<file path="config.mk">
export PLATFORM = sky130hd
export DESIGN_NAME = uart_rx
export DESIGN_NICKNAME = d
export VERILOG_FILES = /design/src/rtl/uart_rx.sv
export SDC_FILE = /design/constraint.sdc
export NUM_CORES = 1
export LEC_CHECK = 0
export ABC_AREA = 0
export CORE_MARGIN = 10
export CORE_UTILIZATION = 32
export DETAILED_ROUTE_END_ITERATION = 10
export GPL_TIMING_DRIVEN = 1
export MAX_ROUTING_LAYER = met4
export SLEW_MARGIN = 15
export SYNTH_ARGS = -nofsm -noshare
export SYNTH_HDL_FRONTEND = slang
export SYNTH_SLANG_ARGS = --single-unit
export TNS_END_PERCENT = 1
</file>
<file path="constraint.sdc">
create_clock -name s_clk -period 2.15 [get_ports s_clk]
set_input_delay 0.3225 -clock s_clk [delete_from_list [all_inputs] [get_ports s_clk]]
set_output_delay 0.3225 -clock s_clk [all_outputs]
set_load 0.005 [all_outputs]
</file>
<file path="src/rtl/uart_rx.sv">
// uart_rx: 8N1 RS-232 receiver, LSB first.
// Three-flop synchroniser on the line, falling-edge start detect, mid-bit
// sampling of start, 8 data bits and stop. A good byte is presented with a
// one-cycle rx_done pulse. A low stop bit gives a one-cycle frame_err pulse
// and the byte is dropped.
module uart_rx #(
    parameter int BAUD_END = 5207,
    parameter int BAUD_MID = BAUD_END / 2
) (
    input  logic       s_clk,
    input  logic       s_rst_n,
    input  logic       rs232_rx,
    output logic [7:0] rx_data,
    output logic       rx_done,
    output logic       frame_err,
    output logic       rx_busy
);

    localparam logic [1:0] IDLE  = 2'd0;
    localparam logic [1:0] START = 2'd1;
    localparam logic [1:0] DATA  = 2'd2;
    localparam logic [1:0] STOP  = 2'd3;

    localparam logic [12:0] END_C = 13'(BAUD_END);
    localparam logic [12:0] MID_C = 13'(BAUD_MID);

    logic        rx_r1_q, rx_r2_q, rx_r3_q;
    logic [1:0]  state_q, state_d;
    logic [12:0] baud_cnt_q, baud_cnt_d;
    logic [3:0]  bit_cnt_q, bit_cnt_d;
    logic [7:0]  shift_q, shift_d;
    logic [7:0]  rx_data_q, rx_data_d;
    logic        rx_done_q, rx_done_d;
    logic        frame_err_q, frame_err_d;

    logic sample;
    logic start_edge;

    assign sample     = (baud_cnt_q == MID_C);
    assign start_edge = !rx_r2_q && rx_r3_q;

    // Next-state logic: bit timing, FSM, shift register and output pulses.
    always_comb begin
        state_d     = state_q;
        bit_cnt_d   = bit_cnt_q;
        shift_d     = shift_q;
        rx_data_d   = rx_data_q;
        rx_done_d   = 1'b0;
        frame_err_d = 1'b0;
        baud_cnt_d  = (baud_cnt_q == END_C) ? 13'd0 : baud_cnt_q + 13'd1;

        case (state_q)
            IDLE: begin
                if (start_edge) state_d = START;
            end
            START: begin
                if (sample) begin
                    // A start bit that is high again at mid-bit was a glitch.
                    if (rx_r2_q) begin
                        state_d = IDLE;
                    end else begin
                        state_d   = DATA;
                        bit_cnt_d = 4'd0;
                    end
                end
            end
            DATA: begin
                if (sample) begin
                    shift_d   = {rx_r2_q, shift_q[7:1]};
                    bit_cnt_d = bit_cnt_q + 4'd1;
                    if (bit_cnt_q == 4'd7) state_d = STOP;
                end
            end
            STOP: begin
                if (sample) begin
                    if (rx_r2_q) begin
                        rx_data_d = shift_q;
                        rx_done_d = 1'b1;
                    end else begin
                        frame_err_d = 1'b1;
                    end
                    // Leave at mid stop bit so a gapless next start is caught.
                    state_d = IDLE;
                end
            end
            default: state_d = IDLE;
        endcase

        // Counter restarts from zero for every frame, including one that
        // begins right after returning to IDLE.
        if (state_q == IDLE || state_d == IDLE) baud_cnt_d = 13'd0;
    end

    // State registers; sync flops reset high so reset release is not a start.
    always_ff @(posedge s_clk or negedge s_rst_n) begin
        if (!s_rst_n) begin
            rx_r1_q     <= 1'b1;
            rx_r2_q     <= 1'b1;
            rx_r3_q     <= 1'b1;
            state_q     <= IDLE;
            baud_cnt_q  <= 13'd0;
            bit_cnt_q   <= 4'd0;
            shift_q     <= 8'd0;
            rx_data_q   <= 8'd0;
            rx_done_q   <= 1'b0;
            frame_err_q <= 1'b0;
        end else begin
            rx_r1_q     <= rs232_rx;
            rx_r2_q     <= rx_r1_q;
            rx_r3_q     <= rx_r2_q;
            state_q     <= state_d;
            baud_cnt_q  <= baud_cnt_d;
            bit_cnt_q   <= bit_cnt_d;
            shift_q     <= shift_d;
            rx_data_q   <= rx_data_d;
            rx_done_q   <= rx_done_d;
            frame_err_q <= frame_err_d;
        end
    end

    assign rx_data   = rx_data_q;
    assign rx_done   = rx_done_q;
    assign frame_err = frame_err_q;
    assign rx_busy   = (state_q != IDLE);

endmodule

</file>
==> results of run 1 <==
-- synthesized netlist by cell type --
cell type,instances,share of area (%)
dfstp_2,3,4.3
nor4b_1,2,0.96
a31oi_1,1,0.34
ha_1,2,1.4
and4b_1,1,0.55
and4_1,1,0.48
nor2b_1,1,0.34
xnor2_1,9,4.3
nor3_1,7,1.9
nand2b_1,1,0.34
nor4b_4,1,1.3
nand4_1,6,2.1
or4b_1,1,0.55
mux2i_1,1,0.55
buf_2,2,0.55
nor4bb_1,2,1.1
mux2_2,17,10
dfrtp_1,37,51
nand3_2,1,0.55
xor2_1,2,0.96
nor4_4,1,1.2
clkbuf_1,2,0.41
inv_1,6,1.2
o21ai_0,2,0.55
and2_1,2,0.69
a41oi_1,2,0.96
nor2_1,24,4.9
o22ai_1,1,0.34
a21oi_1,3,0.82
or2_2,1,0.34
nand2_1,6,1.2
nor4_1,3,1.0
a21boi_1,1,0.41
nand3_1,5,1.4
nand4b_1,1,0.48
buf_1,1,0.21
-- per-layer routing --
| metal | vias up | track usage, % |
|---|---|---|
| met3 | 6 | 2.514 |
| met1 | 602 | 9.586 |
| met4 | 0 | 3.317 |
| li1 | 602 | - |
| met2 | 10 | 12.73 |
| met5 | - | - |
-- power breakdown --
| part | switching, mW | internal, mW | leakage [nW] |
|---|---|---|---|
| logic | 0.117 | 0.106 | 0.362 |
| registers | 0.106 | 0.822 | 0.530 |
| clock network | 0.270 | 0.343 | 0.0541 |
-- cells by family (layout without fill, tap and decap cells) --
logic type	Yosys count	after routing	synth area share (%)
adders and majority gates	2	2	1.372
buffers and inverters	11	34	2.400
and+or+nand+nor	67	67	21.40
xor gates and xnor gates	11	11	5.282
AOI/OAI and AO/OA	10	10	3.430
DFF	40	40	55.08
muxes	18	18	11.04
-- cell type report --
class / count / area (um2)
Clock buffer: 5 / 68.82
Multi-Input combinational cell: 108 / 775.7
Sequential cell: 40 / 1005
Fill cell: 529 / 3322
Timing Repair Buffer: 20 / 180.2
Clock inverter: 3 / 42.54
Tap cell: 72 / 90.09
Inverter: 6 / 22.52
-- path summary, 6_finish.rpt --
path	startpoint	end	slack (ns)	depth (start not counted)
min	rx_r1_q$_DFF_PN1_	rx_r2_q$_DFF_PN1_	0.36	0
min reg2reg	rx_r1_q$_DFF_PN1_	rx_r2_q$_DFF_PN1_	0.36	0
min in group asynchronous	s_rst_n	bit_cnt_q[0]$_DFFE_PN0P_	0.47	2
max in group asynchronous	s_rst_n	rx_r3_q$_DFF_PN1_	1.10	3
max reg2reg	baud_cnt_q[2]$_DFF_PN0_	rx_data[4]$_DFFE_PN0P_	0.22	5
max	baud_cnt_q[2]$_DFF_PN0_	rx_data[4]$_DFFE_PN0P_	0.22	5
-- state kept, by name, summed over array words and instances, names as in the netlist --
signal	cells
baud_cnt_q	13
rx_data	8
shift_q	8
bit_cnt_q	4
state_q	2
frame_err	1
rx_done	1
rx_r1_q	1
rx_r2_q	1
rx_r3_q	1
-- repair_timing --
item,4_1_cts,5_1_grt
buffers inserted,0,0
hold buffers,1,0
endpoints found under the hold margin,14,0
-- worst max-delay path: cells and delay by family, from the launching register on --
kind / cells / cell delay [ns]
buf+inv: 1 / 0.21
flops: 1 / 0.48
mux: 1 / 0.34
simple gates: 3 / 0.78
-- stage by stage --
| step | area (um2) | worst slack (ns) |
|---|---|---|
| CTS | 2185 | 0.1975 |
| detailed placement | 2063 | 0.2213 |
| global placement | 2063 | 0.2446 |
| floorplan | 1824 | 0.2888 |
| global route | 2185 | 0.05379 |
| finish | 2185 | 0.2159 |
==> impl_metrics.toml, run 1 <==
[run_status]
outcome = "finished clean"

[setup_path]
cp-end-kind = "flip-flop"
start_kind = "flip-flop"
critPathKind = "flip-flop to flip-flop"
critPathMaxFanout = 8
crit_path_cell_trace = "nor4b_4 -> nand3_2 -> nor4_4 -> buf_4 -> mux2_2"
arrival_ns = 2.11
critPathSlowestCell = "dfrtp_1"
required_ns = 2.33
critPathMaxStageDelay_ns = 0.48

[synthesis]
synth-seq-cells = 40
syn_nets = 164
yosysWarnings = 0
synth_cell_types = 36
syn_area_per_cell_um2 = 11.47
ys_seq_area_share_pct = 55.08
netlist_area_um2 = 1824
synthCells = 159

[floorplanning]
io_pins = 14
die_w_um = 95.51
die_h_um = 95.51
initial_core_util_pct = 33.13
core_area_um2 = 5507
die-area_um2 = 9121
row_count = 27

[finish]
utilization_pct = 39.67
final_common_cell = "dfrtp_1"
mostFrequentLayoutCells = "37 x dfrtp_1, 24 x nor2_1, 17 x mux2_2"
antenna_cells = 0
syn_to_final_growth_pct = 19.75
fin_cells = 254
drive_above_1_share_pct = 21.43
nets = 186

[clock_tree]
htree_levels = 2
path_clk_slew_ns = 0.08
cts.sinks = 40
tritoncts = "yes"
ctsResizeCount = 0
clkLatencyLatePin_ns = 0.30
cts_made_buffers = 5
clock_path_buffers = 2
cts_root_buf = "clkbuf_8"

[sta]
slew_viol_final = 0
finalCritPeriodShare_pct = 89.96
post-route-min-period_ns = 1.934
hold_viol = 0
relSlewSlack_pct = 70.79
rsz0062_at_grt = "no"
whs_ns = 0.3576
finalClockSkew_ns = 0.009145
worst_slew_pin_slew_ns = 0.4381
tns_ns = 0
setup_viol = 0
clock.fmax_mhz = 517.0

[pwr]
p_leak_nw = 0.9463
p_total_mw = 1.763
peakVddDrop_mv = 0.4544
powerDensity_nw_per_um2 = 807.2

[detailed_routing]
wl_per_cell_um = 12.91
routed_wirelength_um = 3278
wl_met3_um = 109
drt-met1-wl_um = 1528
first_pass_iters = 4
first_iter_violations = 74
wl_met2_um = 1594
drc = 0
ant_nets = 0
highest_layer = "met4"
vias = 1220
via_per_inst = 4.803

[place]
dp_cells = 245
dp_hpwl_um = 2338
routabilityCongestion = 0.8073
io_buffers = 13

[global_route]
grt_max_degree = 19
grt_antenna_before_repair = 0
grt_pass1_vias = 1193
grt_pass1_wl_um = 5789
track_usage_pct = 8.155
grt_overflow = 0

[job]
drv_cap = 0

[worst_hold_path]
hp-class = "flip-flop to flip-flop"
Power figures use the tool's default switching activity.
==> run 2: changes to the inputs <==
CAP_MARGIN = 20   (was not set)
SKIP_CTS_REPAIR_TIMING = 1   (was not set)
==> results of run 2 <==
No change in the layout: final DEF, timing and power equal those of run 1.
Main changes from that run: wire length of the first global-routing pass 5789 um -> 5775 um; via count of the first global-routing pass 1193 -> 1186; overall routing resource usage 8.155% -> 8.139%; met1 usage 9.586% -> 9.539%
